File: src/rtl/ball_game_ctrl_if.sv
// ============================================================================
//  Module   : ball_game_ctrl_if
//  Purpose  : Bundles the ball-game controller's frame/player inputs and
//             sprite/score outputs into one connection.
//  Ports    : master - drives frame_tick, start_btn, hit_pulse; observes
//                      the ball position, score, lives and overlay flags.
//             slave  - the controller side (mirror of master).
//  Revision : 1.0 - initial release
// ============================================================================
`default_nettype none

interface ball_game_ctrl_if;
  logic       frame_tick;
  logic       start_btn;
  logic       hit_pulse;
  logic [9:0] ball_x;
  logic [9:0] ball_y;
  logic [7:0] score;
  logic [1:0] lives;
  logic       game_over;
  logic       ball_send_trigger;

  modport master (
    output frame_tick, start_btn, hit_pulse,
    input  ball_x, ball_y, score, lives, game_over, ball_send_trigger
  );

  modport slave (
    input  frame_tick, start_btn, hit_pulse,
    output ball_x, ball_y, score, lives, game_over, ball_send_trigger
  );
endinterface

`default_nettype wire

File: src/rtl/ball_game_ctrl.sv
// ============================================================================
//  Module   : ball_game_ctrl
//  Purpose  : Frame-rate ball game controller. Moves the ball once per
//             frame_tick, bounces it off the side walls and off a detected
//             player hit, hands it to a peer when it leaves through the top,
//             and counts misses at the bottom until game over.
//  Ports    : clk   - pixel-domain clock
//             reset - asynchronous active-high reset
//             bus   - ball_game_ctrl_if.slave (frame_tick, start_btn,
//                     hit_pulse in; ball_x/y, score, lives, game_over,
//                     ball_send_trigger out)
//  Revision : 1.0 - initial release
// ============================================================================
`default_nettype none

module ball_game_ctrl #(
  parameter int BALL_SIZE   = 20,
  parameter int H_ACTIVE    = 640,
  parameter int V_ACTIVE    = 480,
  parameter int LIVES       = 3,
  parameter int SEND_FRAMES = 30,
  parameter int SPEED       = 2
) (
  input  wire logic        clk,
  input  wire logic        reset,
  ball_game_ctrl_if.slave  bus
);

  localparam int                 c_CNT_W    = $clog2(SEND_FRAMES + 1);
  localparam logic [c_CNT_W-1:0] c_CNT_LAST = c_CNT_W'(SEND_FRAMES - 1);
  localparam logic signed [10:0] c_SPEED    = 11'(SPEED);
  localparam logic signed [10:0] c_X_MAX_S  = 11'(H_ACTIVE - BALL_SIZE);
  localparam logic signed [10:0] c_Y_MAX_S  = 11'(V_ACTIVE - BALL_SIZE);
  localparam logic [9:0]         c_X_MAX    = 10'(H_ACTIVE - BALL_SIZE);
  localparam logic [9:0]         c_Y_MAX    = 10'(V_ACTIVE - BALL_SIZE);
  localparam logic [9:0]         c_X_CTR    = 10'(H_ACTIVE / 2 - BALL_SIZE / 2);
  localparam logic [9:0]         c_Y_CTR    = 10'(V_ACTIVE / 2 - BALL_SIZE / 2);
  localparam logic [1:0]         c_LIVES    = 2'(LIVES);

  typedef enum logic [1:0] {
    ST_IDLE = 2'd0,
    ST_PLAY = 2'd1,
    ST_SEND = 2'd2,
    ST_OVER = 2'd3
  } state_t;

  state_t             r_state, w_state_n;
  logic [9:0]         r_x, w_x_n;
  logic [9:0]         r_y, w_y_n;
  logic               r_dx_neg, w_dx_neg_n;  // direction bits: speed magnitude is fixed
  logic               r_dy_neg, w_dy_neg_n;
  logic [7:0]         r_score, w_score_n;
  logic [1:0]         r_lives, w_lives_n;
  logic               r_hit, w_hit_n;
  logic [c_CNT_W-1:0] r_cnt, w_cnt_n;

  logic               w_bounce;
  logic signed [10:0] w_x_sum;
  logic signed [10:0] w_y_sum;

  always_ff @(posedge clk or posedge reset) begin
    if (reset) begin
      r_state  <= ST_IDLE;
      r_x      <= c_X_CTR;
      r_y      <= c_Y_CTR;
      r_dx_neg <= 1'b0;
      r_dy_neg <= 1'b0;
      r_score  <= 8'd0;
      r_lives  <= c_LIVES;
      r_hit    <= 1'b0;
      r_cnt    <= '0;
    end else begin
      r_state  <= w_state_n;
      r_x      <= w_x_n;
      r_y      <= w_y_n;
      r_dx_neg <= w_dx_neg_n;
      r_dy_neg <= w_dy_neg_n;
      r_score  <= w_score_n;
      r_lives  <= w_lives_n;
      r_hit    <= w_hit_n;
      r_cnt    <= w_cnt_n;
    end
  end

  // The hit is resolved before the move, so a bounce already uses the
  // flipped vertical direction in this frame's y step.
  always_comb begin
    w_bounce = (r_hit | bus.hit_pulse) & ~r_dy_neg;
    w_x_sum  = $signed({1'b0, r_x}) + (r_dx_neg ? -c_SPEED : c_SPEED);
    w_y_sum  = $signed({1'b0, r_y}) + ((r_dy_neg | w_bounce) ? -c_SPEED : c_SPEED);
  end

  always_comb begin
    w_state_n  = r_state;
    w_x_n      = r_x;
    w_y_n      = r_y;
    w_dx_neg_n = r_dx_neg;
    w_dy_neg_n = r_dy_neg;
    w_score_n  = r_score;
    w_lives_n  = r_lives;
    w_hit_n    = r_hit;
    w_cnt_n    = r_cnt;

    case (r_state)
      ST_IDLE, ST_OVER: begin
        if (bus.start_btn) begin
          w_state_n  = ST_PLAY;
          w_x_n      = c_X_CTR;
          w_y_n      = c_Y_CTR;
          w_dx_neg_n = 1'b0;
          w_dy_neg_n = 1'b0;
          w_score_n  = 8'd0;
          w_lives_n  = c_LIVES;
          w_hit_n    = 1'b0;
          w_cnt_n    = '0;
        end
      end

      ST_PLAY: begin
        if (bus.frame_tick) begin
          w_hit_n = 1'b0;
          if (w_bounce) begin
            w_dy_neg_n = 1'b1;
            if (r_score < 8'd99) w_score_n = r_score + 8'd1;
          end

          if (w_x_sum <= 11'sd0) begin
            w_x_n      = 10'd0;
            w_dx_neg_n = 1'b0;
          end else if (w_x_sum >= c_X_MAX_S) begin
            w_x_n      = c_X_MAX;
            w_dx_neg_n = 1'b1;
          end else begin
            w_x_n = w_x_sum[9:0];
          end

          if (w_y_sum < 11'sd0) begin
            // Ball leaves through the top: y is held until it comes back.
            w_state_n = ST_SEND;
            w_cnt_n   = '0;
          end else if (w_y_sum >= c_Y_MAX_S) begin
            w_lives_n = r_lives - 2'd1;
            if (r_lives <= 2'd1) begin
              w_state_n = ST_OVER;
              w_y_n     = c_Y_MAX;
            end else begin
              w_x_n      = c_X_CTR;
              w_y_n      = c_Y_CTR;
              w_dy_neg_n = 1'b0;
            end
          end else begin
            w_y_n = w_y_sum[9:0];
          end
        end else if (bus.hit_pulse) begin
          w_hit_n = 1'b1;
        end
      end

      ST_SEND: begin
        if (bus.frame_tick) begin
          if (r_cnt == c_CNT_LAST) begin
            w_state_n  = ST_PLAY;
            w_y_n      = 10'd0;
            w_dy_neg_n = 1'b0;
            w_cnt_n    = '0;
          end else begin
            w_cnt_n = r_cnt + 1'b1;
          end
        end
      end

      default: w_state_n = ST_IDLE;
    endcase
  end

  // Flags decode straight from the state register so an asynchronous reset
  // drops them without waiting for a clock edge.
  assign bus.ball_x            = r_x;
  assign bus.ball_y            = r_y;
  assign bus.score             = r_score;
  assign bus.lives             = r_lives;
  assign bus.game_over         = (r_state == ST_OVER);
  assign bus.ball_send_trigger = (r_state == ST_SEND);

endmodule

`default_nettype wire

File: src/flat_wrapper.sv
// flat-port wrapper written by rule: the top's interface ports become plain ports
module ball_game_ctrl_flat 
#(
  parameter int BALL_SIZE   = 20,
  parameter int H_ACTIVE    = 640,
  parameter int V_ACTIVE    = 480,
  parameter int LIVES       = 3,
  parameter int SEND_FRAMES = 30,
  parameter int SPEED       = 2
)
  (clk, reset, bus_frame_tick, bus_start_btn, bus_hit_pulse, bus_ball_x, bus_ball_y, bus_score, bus_lives, bus_game_over, bus_ball_send_trigger);
  ball_game_ctrl_if bus_i ();
  input  wire logic clk;
  input  wire logic reset;
  input wire logic [$bits(bus_i.frame_tick)-1:0] bus_frame_tick;
  input wire logic [$bits(bus_i.start_btn)-1:0] bus_start_btn;
  input wire logic [$bits(bus_i.hit_pulse)-1:0] bus_hit_pulse;
  output wire logic [$bits(bus_i.ball_x)-1:0] bus_ball_x;
  output wire logic [$bits(bus_i.ball_y)-1:0] bus_ball_y;
  output wire logic [$bits(bus_i.score)-1:0] bus_score;
  output wire logic [$bits(bus_i.lives)-1:0] bus_lives;
  output wire logic [$bits(bus_i.game_over)-1:0] bus_game_over;
  output wire logic [$bits(bus_i.ball_send_trigger)-1:0] bus_ball_send_trigger;
  assign bus_i.frame_tick = bus_frame_tick;
  assign bus_i.start_btn = bus_start_btn;
  assign bus_i.hit_pulse = bus_hit_pulse;
  assign bus_ball_x = bus_i.ball_x;
  assign bus_ball_y = bus_i.ball_y;
  assign bus_score = bus_i.score;
  assign bus_lives = bus_i.lives;
  assign bus_game_over = bus_i.game_over;
  assign bus_ball_send_trigger = bus_i.ball_send_trigger;
  ball_game_ctrl #(.BALL_SIZE(BALL_SIZE), .H_ACTIVE(H_ACTIVE), .V_ACTIVE(V_ACTIVE), .LIVES(LIVES), .SEND_FRAMES(SEND_FRAMES), .SPEED(SPEED)) u_core (.clk(clk), .reset(reset), .bus(bus_i));
endmodule
File: config.mk
export PLATFORM = sky130hd
export DESIGN_NAME = ball_game_ctrl_flat
export DESIGN_NICKNAME = d
export VERILOG_FILES = /design/src/rtl/ball_game_ctrl_if.sv /design/src/rtl/ball_game_ctrl.sv /design/src/flat_wrapper.sv
export SDC_FILE = /design/constraint.sdc
export NUM_CORES = 1
export LEC_CHECK = 0
export ABC_AREA = 1
export CAP_MARGIN = 25
export CORE_MARGIN = 2
export CORE_UTILIZATION = 33
export DETAILED_ROUTE_END_ITERATION = 10
export PLACE_DENSITY_LB_ADDON = 0.2
export REMOVE_ABC_BUFFERS = 1
export SLEW_MARGIN = 30
export SYNTH_ARGS = -nofsm -noshare
export SYNTH_HDL_FRONTEND = slang
export SYNTH_SLANG_ARGS = --single-unit
File: constraint.sdc
create_clock -name clk -period 4.65 [get_ports clk]
set_input_delay 1.395 -clock clk [delete_from_list [all_inputs] [get_ports clk]]
set_output_delay 1.395 -clock clk [all_outputs]
set_load 0.02 [all_outputs]
# [Word level (Yosys, flattened, before mapping)]
# Cells that the tools add are included.
[classes] bitwise_logic=4 magnitude_cmp=6 n_eq_ne=17 add_sub_neg=5 n_mux=58 n_reduce_logical=12
[ops] op="10-bit two-way mux" count=13
[ops] op="8-bit two-way mux" count=4
[ops] op="10-bit one-hot mux with 3 select lines" count=1
[ops] op="5-bit two-way mux" count=5
[ops] op="11-bit adder" count=2
[ops] op="11-bit two-way mux" count=2
[ops] op="2-bit two-way mux" count=11
[ops] op="10-bit one-hot mux with 2 select lines" count=1
[ops] op="8-bit one-hot mux with 2 select lines" count=1
[ops] op="5-bit one-hot mux with 3 select lines" count=1
[ops] op="5-bit AND reduction" count=3
[ops] op="1-bit two-way mux" count=13
[ops] op="4-bit AND reduction" count=3
[ops] op="11-bit by 10-bit >= comparator with 1-bit output, second input constant" count=1
[ops] op="11-bit >= comparator, second input constant" count=1
[ops] op="11-bit by 1-bit <= comparator with 1-bit output, second input constant" count=1
[ops] op="11-bit by 1-bit < comparator with 1-bit output, second input constant" count=1
[ops] op="2-bit by 1-bit inequality test with 1-bit output, second input constant" count=5
[ops] op="9-bit two-way mux" count=1
[ops] op="3-bit by 1-bit inequality test with 1-bit output, second input constant" count=3
[ops] op="8-bit by 1-bit adder with 8-bit output, second input constant" count=1
[ops] op="8-bit by 7-bit < comparator with 1-bit output, second input constant" count=1
[ops] op="2-bit inequality test, second input constant" count=4
[ops] op="2-bit one-hot mux with 3 select lines" count=1
[ops] op="other kinds (18)" count=22
[totals] output_inout_bits=32 register_bits=40

# [Depth between registers and ports, before layout]
[depth] word_depth=10 depth_mapped=18 depth_no_buf=18

# [Least setup slack after synthesis]
# Ideal clock, no wire load.
[synth_path] path_type="in2reg" start="input bus_hit_pulse" end="register u_core.r_cnt[2]" setup_ns=0.077 setup_slack_ns=1.233 cell_stages=15 arrival_time_ns=3.339 t_required_ns=4.573 n_path_buf=0 path_cell_list="nor2_1 > nand2_1 > ha_1 > nand2_1 > inv_1 > nand2_1 > nand2_1 > nand2_1 > nand3_2 > xor2_4 > o21ai_2 > inv_2 > nand3_1 > nand2_1 > a21oi_1"
[synth_between] elab_chain_cells=8
[synth_lines] element="start: declaration" line_no="flat_wrapper.sv:17" source="input wire logic [$bits(bus_i.hit_pulse)-1:0] bus_hit_pulse;"
[synth_lines] element="1-bit OR" line_no="ball_game_ctrl.sv:88" source="w_bounce = (r_hit | bus.hit_pulse) & ~r_dy_neg;"
[synth_lines] element="1-bit bitwise AND" line_no="ball_game_ctrl.sv:88"
[synth_lines] element="1-bit OR" line_no="ball_game_ctrl.sv:90" source="w_y_sum = $signed({1'b0, r_y}) + ((r_dy_neg | w_bounce) ? -c_SPEED : c_SPEED);"
[synth_lines] element="11-bit two-way mux" line_no="ball_game_ctrl.sv:90"
[synth_lines] element="11-bit adder" line_no="ball_game_ctrl.sv:90"
[synth_lines] element="11-bit by 1-bit < comparator with 1-bit output" line_no="ball_game_ctrl.sv:137" source="if (w_y_sum < 11'sd0) begin"
[synth_lines] element="2-bit by 1-bit inequality test with 1-bit output (no line)"
[synth_lines] element="4-bit AND reduction (no line)"
[synth_lines] element="end signal: assignment" line_no="ball_game_ctrl.sv:81" source="r_cnt <= w_cnt_n;"
[synth_lines] element="end: declaration" line_no="ball_game_ctrl.sv:55" source="logic [c_CNT_W-1:0] r_cnt, w_cnt_n;"
# Every way passes these cells.
# A chain may end at the register's enable or synchronous reset.

# [Final worst setup path]
[layout_path] start="input bus_hit_pulse" end="register u_core.r_lives[1] (netlist: u_core.bus.lives[1])"
[layout_between] elab_chain_cells=8 elab_cells_between_ends=10 cone_classes="1 x add/sub; 2 x order compare; 2 x eq/ne; 1 x mux; 3 x bitwise; 1 x reduce/logical"
[layout_lines] element="1-bit OR (*)" line_no="ball_game_ctrl.sv:88"
[layout_lines] element="1-bit bitwise AND (*)" line_no="ball_game_ctrl.sv:88"
[layout_lines] element="1-bit OR (*)" line_no="ball_game_ctrl.sv:90"
[layout_lines] element="11-bit two-way mux (*)" line_no="ball_game_ctrl.sv:90"
[layout_lines] element="11-bit adder (*)" line_no="ball_game_ctrl.sv:90"
[layout_lines] element="11-bit by 10-bit >= comparator with 1-bit output or 11-bit by 1-bit < comparator with 1-bit output (tied branches)" line_no="ball_game_ctrl.sv:141, ball_game_ctrl.sv:137"
[layout_lines] element="2-bit by 1-bit inequality test with 1-bit output (no line) or 2-bit inequality test (tied branches)"
[layout_lines] element="5-bit AND reduction (no line) (*)"
[layout_lines] element="end signal: assignment" line_no="ball_game_ctrl.sv:69" source="r_lives <= c_LIVES;"
[layout_lines] element="end signal: assignment" line_no="ball_game_ctrl.sv:79" source="r_lives <= w_lives_n;"
[layout_lines] element="end: declaration" line_no="ball_game_ctrl.sv:53" source="logic [1:0] r_lives, w_lives_n;"
# Mark *: on every way between the ends. The rest lies on a longest branch, timed or not.

==> impl_metrics.csv <==
group,metric,value,unit
run_status,status,"completed",
synth,async_flop_share,100,%
cts,cts_buffers,5,
place,portBuffers,35,
sta,clock_skew,0.00762,ns
synth,synth_area_per_cell,6.96,µm²
floorplanning,start_util,33.8,%
cts,clock_latency,0.30,ns
cts,cts_setup_buffers,0,
sta,fin_crit_sh,85.9,%
synth,yosysWarnings,0,
power,powerDensity,820,nW/µm²
floorplanning,die_area,10200,µm²
cts,clkSinkCount,39,
synth,yosysSeqAreaShare,32.1,%
routing,drc,0,
flow_run,drv_cap,0,
worst_setup_path,reg2regPathDepth,14,
routing,drt_iter0_drc,124,
sta,min_period,3.99,ns
worst_setup_path,end_kind,"flip-flop",
grt,grt_usage,15.4,%
routing,antenna_left,0,
grt,grt_pass1_wl,12.6,mm
routing,firstDrtPassIters,4,
final_layout,drive_gt1_share,8.85,%
floorplanning,core_area,9150,µm²
grt,grt-ovfl-total,0,
cts,root_buffer,"clkbuf_8",
cts,ctsHtreeMaxLevel,2,
sta,slew_headroom,48.1,%
hold_path,hold_path.class,"flip-flop to flip-flop",
cts,ctsResizeCount,0,
sta,worst_slew_pin_slew,0.778,ns
synth,synthFlopType,"dfrtp_1",
final_layout,areaGrowthSynthToFinish,18.9,%
floorplanning,die_x,101,µm
final_layout,fill_cells,964,
sta,tns,0,ns
cts,clk_pin_slew_worst_paths,0.08,ns
synth,synth_cells,444,
final_layout,nets,515,
cts,tritoncts,"yes",
power,leakage,0.00186,µW
sta,rsz0062_at_grt,"false",
sta,fmax,250,MHz
cts,cts_hold_buf,0,
place,place_hpwl,5.79,mm
hold_path,min_path_cells,2,
sta,finalWorstSetupSlack,0.656,ns
grt,antenna_found_initial,0,
floorplanning,die_h,101,µm
routing,viasPerCell,4.77,
worst_setup_path,arrival,4.23,ns
cts,clockBufferDepth,2,
worst_setup_path,critPathKind,"primary input to flip-flop",
floorplanning,ios,37,
worst_setup_path,cp.required,4.88,ns
synth,yosysUniqueCellTypes,38,
place,place_congestion,0.826,
sta,hold_viol,0,
worst_setup_path,critPathMaxFanout,10,
place,post-place-ws,0.349,ns
worst_setup_path,crit_path_start_kind,"primary input",
synth,netlist_area,3090,µm²
floorplanning,rows,35,
grt,grt_max_degree,21,
power,peakVddDrop,0.000370,V
final_layout,n_antenna_cell,0,
synth,synth_edf_count,0,
synth,synth-seq-cells,39,
routing,wl_per_cell,12.3,µm
sta,setup-violations-final,0,
routing,wl,7.37,mm
routing,vias,2847,
grt,grt_pass1_vias,2695,
sta,slew_violations,0,
## metal layers
metal  global-route usage (%)  routed length (µm)
met5                        0                   0
met4                     4.21                  80
met3                     2.43                 197
met2                     24.3                3330
met1                     22.0                3760
## final cells by class
cell class | count | area [µm²] | share of cell area, %
clock buffer | 7 | 96.3 | 2.62
timing repair buffer | 37 | 365 | 9.95
clock inverter | 1 | 7.51 | 0.204
multi-input combinational | 328 | 1800 | 48.9
sequential | 39 | 991 | 27.0
inverter | 74 | 278 | 7.56
tap | 111 | 139 | 3.78
## worst max-delay path: stages
cell             delay [ns]
clkdlybuf4s50_1        0.40
nor2_1                 0.15
nand2_1                0.38
ha_1                   0.53
nand2_1                0.12
nor2_1                 0.15
nand3_1                0.11
nand3_2                0.12
xor2_4                 0.22
inv_2                  0.10
nand2_2                0.12
nand2_2                0.13
nand2_1                0.16
nand2_1                0.06
o21ai_1                0.07
## through the flow
stage,cells,cell area [µm²],util [%],power (µW),hold slack [ns]
6_report,597,3670,40.1,3010,0.493
5_1_grt,597,3670,40.1,3360,0.501
4_1_cts,597,3670,40.1,3040,0.496
3_5_place_dp,589,3570,39.0,2760,0.484
3_3_place_gp,589,3570,39.0,2750,0.481
2_1_floorplan,441,3070,-,2180,0.489
## layout by cell type (no fill, tap or decap), types with 3 or more instances in the layout
cell / count
nand2_1: 131
inv_1: 70
nor2_1: 37
clkdlybuf4s50_1: 35
nand3_1: 32
dfrtp_1: 27
o21ai_0: 26
ha_1: 23
a21oi_1: 15
dfstp_2: 12
o21ai_1: 7
nor3_1: 7
nand4_1: 7
clkbuf_8: 7
nand2_2: 5
o21a_1: 4
nand3b_1: 3
xor2_1: 3
o21bai_1: 3
inv_2: 3
nor3b_1: 3
## sequential cells by signal, indices dropped and copies added, names as in the netlist
name and count:
u_core.bus.ball_x 10, u_core.bus.ball_y 9, u_core.bus.score 8, u_core.r_cnt 5, u_core.bus.lives 2, u_core.r_state 2
u_core.r_dx_neg 1, u_core.r_dy_neg 1, u_core.r_hit 1
## Yosys cell counts (all sizes together) (4+ instances only)
cell type / count / area [µm²]
a21oi: 17 / 92.6
dfrtp: 27 / 676
dfstp: 12 / 315
ha: 23 / 288
inv: 73 / 274
nand2: 136 / 523
nand3: 36 / 215
nand4: 7 / 43.8
nor2: 37 / 139
nor3: 8 / 45.0
o21a: 4 / 30.0
o21ai: 35 / 183
xor2: 5 / 70.1
## power by group
group / switching [µW] / total [µW] / internal (µW)
Sequential: 122 / 616 / 494
Combinational: 1370 / 2140 / 762
Clock: 127 / 262 / 135
## cell families (layout without fill, tap and decap cells)
group           Yosys count  after routing  synth area share [%]
simple gates            233            233                  33.3
other cells               1              1                 0.121
buf+inv                  77            119                  9.76
fa+ha+maj                25             25                  10.6
compound gates           63             63                  11.5
xor+xnor                  6              6                  2.55
flops                    39             39                  32.1
## final timing paths
path / slack [ns] / to / from
min in group asynchronous: 1.54 / u_core.bus.ball_x[7] / reset
max in group asynchronous: 2.28 / u_core.bus.ball_y[1] / reset
worst min register to register: 0.49 / u_core.bus.lives[0] / u_core.bus.lives[0]
worst max-delay path: 0.66 / u_core.bus.lives[1] / bus_hit_pulse
worst max register to register: 1.76 / u_core.bus.lives[1] / u_core.r_hit
worst min-delay path: 0.49 / u_core.bus.lives[0] / u_core.bus.lives[0]
No activity file was read; power rests on OpenSTA's default activity.
